`src/rtl/sram_arb_pkg.sv`:
```
// sram_arb_pkg: shared types, requester indices and defaults for the SRAM access arbiter.
package sram_arb_pkg;
    localparam int DEF_ADDR_W = 20;
    localparam int DEF_DATA_W = 32;
    localparam logic [1:0] REQ_RC4 = 2'd0;
    localparam logic [1:0] REQ_SB = 2'd1;
    localparam logic [1:0] REQ_ED = 2'd2;
    localparam logic [1:0] OWNER_NONE = 2'd3;
    typedef enum logic [1:0] {IDLE, ISSUE, RESP} state_t;
    function automatic logic [1:0] next3(input logic [1:0] i);
        return (i >= REQ_ED) ? REQ_RC4 : i + 2'd1;
    endfunction
endpackage

```
`src/rtl/sram_access_arbiter_rr_pick3.sv`:
```
// rr_pick3: combinational 3-way round-robin picker starting the search at ptr.
module rr_pick3
    import sram_arb_pkg::*;
(
    input  logic [2:0] req,
    input  logic [1:0] ptr,
    output logic [1:0] idx,
    output logic       valid
);
    logic [1:0] p1, p2;
    assign p1 = next3(ptr);
    assign p2 = next3(p1);
    assign idx = req[ptr] ? ptr : (req[p1] ? p1 : p2);
    assign valid = |req;
endmodule

```
`src/rtl/sram_access_arbiter.sv`:
```
// sram_access_arbiter: round-robin share of the single SRAM port between RC4, sample-buffer fill and edge-detect writer.
module sram_access_arbiter
    import sram_arb_pkg::*;
#(
    parameter int ADDR_W = DEF_ADDR_W,
    parameter int DATA_W = DEF_DATA_W,
    parameter int TIMEOUT = 255,
    parameter int TO_W = 8
) (
    input  logic              clk,
    input  logic              n_rst,
    input  logic              rc4_req,
    input  logic              rc4_wr,
    input  logic [ADDR_W-1:0] rc4_addr,
    input  logic [DATA_W-1:0] rc4_wdata,
    input  logic              sb_req,
    input  logic [ADDR_W-1:0] sb_addr,
    input  logic              ed_req,
    input  logic [ADDR_W-1:0] ed_addr,
    input  logic [DATA_W-1:0] ed_wdata,
    output logic [2:0]        done,
    output logic [DATA_W-1:0] rdata,
    output logic              err,
    output logic [1:0]        owner,
    output logic              busy,
    output logic              mem_req,
    output logic              mem_wr,
    output logic [ADDR_W-1:0] mem_addr,
    output logic [DATA_W-1:0] mem_wdata,
    input  logic [DATA_W-1:0] mem_rdata,
    input  logic              mem_ready
);
    state_t state, state_next;
    logic [1:0] ptr, pick;
    logic pick_valid, timed_out, finish;
    logic [TO_W-1:0] cnt;

    rr_pick3 u_pick (
        .req  ({ed_req, sb_req, rc4_req}),
        .ptr  (ptr),
        .idx  (pick),
        .valid(pick_valid)
    );

    // the counter reaches TIMEOUT on this edge; a coincident mem_ready still wins
    assign timed_out = (cnt == TO_W'(TIMEOUT - 1));
    assign finish = mem_ready || timed_out;

    always_comb begin
        state_next = state;
        case (state)
            IDLE:    state_next = pick_valid ? ISSUE : IDLE;
            ISSUE:   state_next = finish ? RESP : ISSUE;
            default: state_next = IDLE;
        endcase
    end

    always_ff @(posedge clk or negedge n_rst) begin
        if (!n_rst) state <= IDLE;
        else state <= state_next;
    end

    always_ff @(posedge clk or negedge n_rst) begin
        if (!n_rst) begin
            done <= '0;
            rdata <= '0;
            err <= 1'b0;
            owner <= OWNER_NONE;
            busy <= 1'b0;
            mem_req <= 1'b0;
            mem_wr <= 1'b0;
            mem_addr <= '0;
            mem_wdata <= '0;
            ptr <= REQ_RC4;
            cnt <= '0;
        end else begin
            case (state)
                IDLE: if (pick_valid) begin
                    owner <= pick;
                    busy <= 1'b1;
                    mem_req <= 1'b1;
                    mem_wr <= (pick == REQ_RC4) ? rc4_wr : (pick == REQ_ED);
                    mem_addr <= (pick == REQ_RC4) ? rc4_addr : (pick == REQ_SB) ? sb_addr : ed_addr;
                    mem_wdata <= (pick == REQ_ED) ? ed_wdata : (pick == REQ_RC4) ? rc4_wdata : '0;
                end
                ISSUE: begin
                    cnt <= cnt + 1'b1;
                    if (finish) begin
                        mem_req <= 1'b0;
                        done <= 3'b001 << owner;
                        err <= !mem_ready;
                        if (mem_ready && !mem_wr) rdata <= mem_rdata;
                    end
                end
                default: begin
                    done <= '0;
                    err <= 1'b0;
                    busy <= 1'b0;
                    cnt <= '0;
                    ptr <= next3(owner);
                end
            endcase
        end
    end
endmodule

```
`config.mk`:
```
export PLATFORM = sky130hd
export DESIGN_NAME = sram_access_arbiter
export DESIGN_NICKNAME = d
export VERILOG_FILES = /design/src/rtl/sram_arb_pkg.sv /design/src/rtl/sram_access_arbiter_rr_pick3.sv /design/src/rtl/sram_access_arbiter.sv
export SDC_FILE = /design/constraint.sdc
export NUM_CORES = 1
export LEC_CHECK = 0
export ABC_AREA = 1
export BUFFER_PORTS_ARGS = -buffer_cell sky130_fd_sc_hd__buf_2
export CORE_MARGIN = 2
export CORE_UTILIZATION = 42
export DETAILED_ROUTE_END_ITERATION = 12
export GPL_ROUTABILITY_DRIVEN = 0
export GPL_TIMING_DRIVEN = 0
export PLACE_DENSITY = 0.82
export SETUP_SLACK_MARGIN = 0.15
export SLEW_MARGIN = 10
export SYNTH_ARGS = -nofsm -noshare
export SYNTH_HDL_FRONTEND = slang
export SYNTH_SLANG_ARGS = --single-unit
```
`constraint.sdc`:
```
create_clock -name clk -period 1.4 [get_ports clk]
set_input_delay 0.21 -clock clk [delete_from_list [all_inputs] [get_ports clk]]
set_output_delay 0.21 -clock clk [all_outputs]
set_load 0.02 [all_outputs]
```
-- Word-level counts from Yosys, hierarchy flattened
Index checks and enable logic that the tools add are counted.
- bits in registers: 105
- input port bits: 163
- output and inout port bits: 93
- logic and storage cells: 70
- add/subtract/negate cells: 4
- magnitude comparators: 5
- equal/unequal tests: 6
- shifts and indexed selects: 1
- multiplexer cells: 26
- bitwise gates (word level): 2
- reductions and logical operators: 14
- operator list (cell ; number):
    $mux W32 ; 2
    $mux W20 ; 2
    $pmux W8 S2 ; 1
    $mux W2 ; 6
    $add A8 B1 Y8 const B ; 1
    $eq A8 B8 Y1 const B ; 1
    $mux W1 ; 7
    $add A2 B1 Y2 const B ; 3
    $ge A2 B2 Y1 const B ; 3
    $lt A2 B3 Y1 const B ; 2
    $pmux W1 S2 ; 3
    $pmux W3 S2 ; 1
    $reduce_and A2 Y1 ; 3
    $reduce_and A3 Y1 ; 2
    $bmux W1 S2 ; 2
    $eq A2 B1 Y1 const B ; 2
    $logic_not A2 Y1 ; 2
    $ne A2 B2 Y1 const B ; 2
    $pmux W2 S2 ; 1
    $mux W3 ; 1
    $reduce_or A3 Y1 ; 1
    $shl A1 B2 Y3 const A ; 1
    $eq A2 B2 Y1 const B ; 1
    $logic_not A1 Y1 ; 2
    5 further kinds ; 6

-- Depth between registers and ports, before layout
- word-level depth: 9
- depth in mapped cells: 13
- depth with buffers taken out: 12

-- Cells and area by module
From an unflattened synthesis, not the netlist that was laid out.
- cells, all modules: 601
- area, all modules: 4922.2 um2
- by module, submodules not included (module ; instances ; cells an instance ; area each (um2) ; sequential area each (um2)):
    sram_access_arbiter ; 1 ; 574 ; 4817.1 ; 2630.0
    rr_pick3 ; 1 ; 27 ; 105.1 ; 0.0

-- Worst setup path after synthesis
OpenSTA, ideal clock, no wires.
- path type: register to register
- start point: reg state[1]
- end point: reg mem_addr[10]
- setup time: 0.117 ns
- arrival time: 1.340 ns
- slack: -0.058 ns
- cell stages (with the launch flop): 8
- buffers on the path: 3
- period minus slack after synthesis: 1.458 ns
- path through: dfrtp_1 > buf_2 > nor2_1 > o31ai_4 > buf_4 > clkbuf_1 > nand2_1 > nand2_1
- word-level cells in the longest chain between the ends: 2
- ends and longest elaborated chain (item ; RTL line ; source):
    start: declaration ; sram_access_arbiter.sv:33 ; state_t state, state_next;
    start signal: assignment ; sram_access_arbiter.sv:60 ; else state <= state_next;
    $logic_not A2 Y1 ; sram_access_arbiter.sv:77 ; case (state)
    $reduce_and A2 Y1 (no line) ; - ;
    end signal: assignment ; sram_access_arbiter.sv:83 ; mem_addr <= (pick == REQ_RC4) ? rc4_addr : (pick == REQ_SB) ? sb_addr : ed_addr;
    end: declaration ; sram_access_arbiter.sv:28 ; output logic [ADDR_W-1:0] mem_addr,
No other way between the ends.
A chain may end at the register's enable or synchronous reset.

-- Worst setup path after layout
- start point: reg ptr[0]
- end point: reg mem_addr[15]
- word-level cells in the longest chain between the ends: 9
- elaborated cells on any way between the ends: 16
- classes of those cells: add/sub: 2; order compare: 2; eq/ne: 1; mux: 10; reduce/logical: 1
- ends and longest elaborated chain (item ; RTL line ; source):
    start: declaration ; sram_access_arbiter.sv:34 ; logic [1:0] ptr, pick;
    start signal: assignment ; sram_access_arbiter.sv:100 ; ptr <= next3(owner);
    $add A2 B1 Y2 or $ge A2 B2 Y1 (tied branches) ; sram_arb_pkg.sv:11 ; return (i >= REQ_ED) ? REQ_RC4 : i + 2'd1;
    $mux W2 ; sram_arb_pkg.sv:11 ;
    $add A2 B1 Y2 (tied with other cells) ; sram_arb_pkg.sv:11 ;
    $mux W2 or $mux W1 (tied branches) ; sram_arb_pkg.sv:11, sram_access_arbiter_rr_pick3.sv:13 ;
    $mux W2 ; sram_access_arbiter_rr_pick3.sv:13 ; assign idx = req[ptr] ? ptr : (req[p1] ? p1 : p2);
    $mux W2 (*) ; sram_access_arbiter_rr_pick3.sv:13 ;
    $eq A2 B1 Y1 ; sram_access_arbiter.sv:83 ;
    $mux W20 ; sram_access_arbiter.sv:83 ;
    $mux W20 (*) ; sram_access_arbiter.sv:83 ;
Every way passes the cells marked *; elsewhere a longest branch is shown, timed or not. The select of a mux whose other input is x is not followed.

==> results.json <==
{
  "rsz0062_at_grt": "yes",
  "die_h_um": 115,
  "yosysUniqueCellTypes": 31,
  "syn_area_mm2": 0.00522,
  "clock_latency_ns": 0.34,
  "synth_ff_type": "dfrtp_1",
  "syn_inst": 591,
  "clock-sinks": 105,
  "drive_above_1_share_pct": 52.6,
  "maxSlewViolCount": 0,
  "initial_core_util_pct": 43.2,
  "hp-class": "input pin to flop",
  "leakage_uw": 0.00413,
  "yosys-top-cells-area": "dfrtp_1, nand2_1, mux2_2, a21oi_1, nand3b_1",
  "clkTransAtPathRegs_ns": 0.08,
  "critPathMaxStageDelay_ns": 0.46,
  "final_common_cell": "buf_2",
  "crit_path_max_fanout": 10,
  "coreArea_mm2": 0.0121,
  "timing.final.ws_setup_ns": -0.166,
  "crit_path_frequent_cell": "nand2_1",
  "antenna_found_initial": 0,
  "wl_per_cell_um": 16.2,
  "final_nets": 1054,
  "post-route-drc-count": 0,
  "die-area_mm2": 0.0133,
  "startpoint_type": "flop",
  "synth_nets": 756,
  "slew-limit-headroom_pct": 69.7,
  "fin_area_mm2": 0.00799,
  "status": "finished, violations left",
  "yosysTopAreaCell": "dfrtp_1",
  "antenna_cells": 0,
  "critical_path_class": "flop to flop",
  "post-route-min-period_ns": 1.57,
  "drtIter0Drc": 295,
  "grt_max_degree": 68,
  "postRouteAntennaNets": 0,
  "worst_pin_slew_ns": 0.454,
  "first_pass_iters": 5,
  "irDropWorstVdd_v": 0.00122,
  "synthArstFlopShare_pct": 100,
  "clockBufferDepth": 2,
  "portBuffers": 255,
  "synth-edff-count": 0,
  "grt.overflow.total": 0,
  "place_ws_ns": -0.377,
  "post_drt_via_cell_ratio": 5.04,
  "endpoint_kind": "flop",
  "dieWidth_um": 115,
  "ys_seq_area_share_pct": 50.4,
  "cp.arrival_ns": 1.79,
  "grt_usage_pct": 25.3,
  "required_ns": 1.63,
  "setup_violations": 85,
  "final_cell_mix": "buf_2, nand2_1, dfrtp_1",
  "layout_worst_path_cycle_share_pct": 112,
  "violations": "setup timing",
  "numCtsBuffers": 9,
  "crit_chain": "inv_2 > nand2_1 > nand2_1 > nand2_2 > a21oi_4 > buf_12 > buf_8 > nand3b_1 > nand3_1 > nand2_1",
  "io_pins": 256,
  "skew_ns": 0.0110,
  "yosys_warnings": 0,
  "postPlaceCellArea_mm2": 0.00693,
  "hpwl_mm": 11.7,
  "crit_slowest_cell": "dfrtp_2",
  "cts_root_buffer": "clkbuf_16",
  "h-tree-depth": 3,
  "avgSynthCellArea_um2": 8.82,
  "drv_cap": 0,
  "clock.fmax_ghz": 0.639,
  "grt_pass1_wl_mm": 26.3,
  "drt-total-wl_mm": 17.2,
  "r2r_cells": 10,
  "cts_tree": "yes",
  "power_density_mw_per_mm2": 2530,
  "grt_pass1_vias": 5298,
  "netlist.area_leader.share_pct": 49.4,
  "vias": 5357,
  "ys_ff_latch": 105,
  "rows": 40,
  "hold_depth": 2,
  "area_growth_pct": 53.2,
  "hold_viol": 0
}
[cell families after synthesis]
group | after synthesis | share of synthesized area [%]
and+or+nand+nor | 291 | 26.0
DFF | 105 | 50.4
AOI/OAI and AO/OA | 85 | 9.00
buffers and inverters | 76 | 7.17
muxes | 32 | 6.91
adders and majority gates | 2 | 0.480
[per-layer routing]
layer | routed length [um] | global-route usage, % | share of wire [%] | vias up
li1 | - | - | - | 2548
met1 | 6590 | 29.6 | 38 | 2519
met5 | 6 | 0 | 0.035 | -
met3 | 1400 | 6.75 | 8.2 | 41
met4 | 489 | 8.19 | 2.8 | 2
met2 | 8680 | 45.0 | 51 | 247
[path summary, 6_finish.rpt]
check / start / to / slack [ns]
setup / recovery: ptr[0]$_DFFE_PN0N_ / mem_addr[15]$_DFFE_PN0N_ / -0.17
hold / removal: mem_ready / err$_DFFE_PN0P_ / 0.1
setup reg to reg: ptr[0]$_DFFE_PN0N_ / mem_addr[15]$_DFFE_PN0N_ / -0.17
hold reg to reg: mem_addr[12]$_DFFE_PN0N_ / mem_addr[12]$_DFFE_PN0N_ / 0.48
max in group asynchronous: n_rst / owner[1]$_DFFE_PN1N_ / 0.36
min in group asynchronous: n_rst / rdata[28]$_DFFE_PN0P_ / 0.37
[through the flow]
| step | hold slack (ns) | util [%] | TNS [ns] | cells | power, uW |
|---|---|---|---|---|---|
| 5_1_grt | 0.0910 | 66.2 | -15.78 | 1062 | 21600 |
| 2_1_floorplan | -0.0856 | - | -0.295 | 591 | 12200 |
| 3_3_place_gp | 0.439 | 57.2 | -125.48 | 1014 | 15200 |
| 4_1_cts | 0.0913 | 64.4 | -8.37 | 1056 | 19500 |
| 3_5_place_dp | 0.147 | 57.4 | -15.94 | 1015 | 15500 |
| 6_report | 0.0951 | 66.2 | -8.47 | 1062 | 20200 |
[critical path, delay by kind of cell, from the launching register on]
kind,cells,cell delay [ns]
AND/OR/NAND/NOR,6,0.43
AO/OA/AOI/OAI,1,0.16
flip-flops,1,0.46
buffers and inverters,3,0.39
[what timing repair did]
item,4_1_cts,5_1_grt
buffers inserted,19,6
endpoints found under the setup margin,97,97
pin swaps,7,20
hold buffers,1,0
cloned,5,0
resized for setup,78,49
endpoints found under the hold margin,38,0
[Yosys cell counts (2+ instances only)]
master and number:
nand3_2 3, buf_6 7, nor2_1 40, mux2_2 32, dfstp_2 2, inv_1 37, o21ai_0 12, ha_1 2
a21oi_2 3, nand2_1 144, dfrtp_1 103, inv_2 3, nand3b_1 38, clkbuf_1 7, nor3_1 4, nand3_1 55
buf_2 17, a21oi_1 65, nand2_2 2, buf_4 4
[registers in the layout (all words and copies together) (netlist names)]
register and count:
err 1, cnt 8, mem_wr 1, ptr 2, mem_req 1, rdata 32
mem_addr 20, owner 2, state 2, busy 1, done 3, mem_wdata 32
[final cells by class]
cell class              count  area [um2]
repair buffers            287        1710
fillers                   987        4070
inverters                  40         165
multi-input cells         410        2590
plain buffers              36         375
well taps                 168         210
flip-flops and latches    105        2630
clock inverters             6        72.6
clock buffers              10         239
[power by group]
group          leakage (uW)  internal (uW)  switching (uW)
clock network      0.000143           1460            1190
registers           0.00125           4550             871
logic               0.00273           4970            7170
Note: power is estimated with default switching activity, not from simulation.
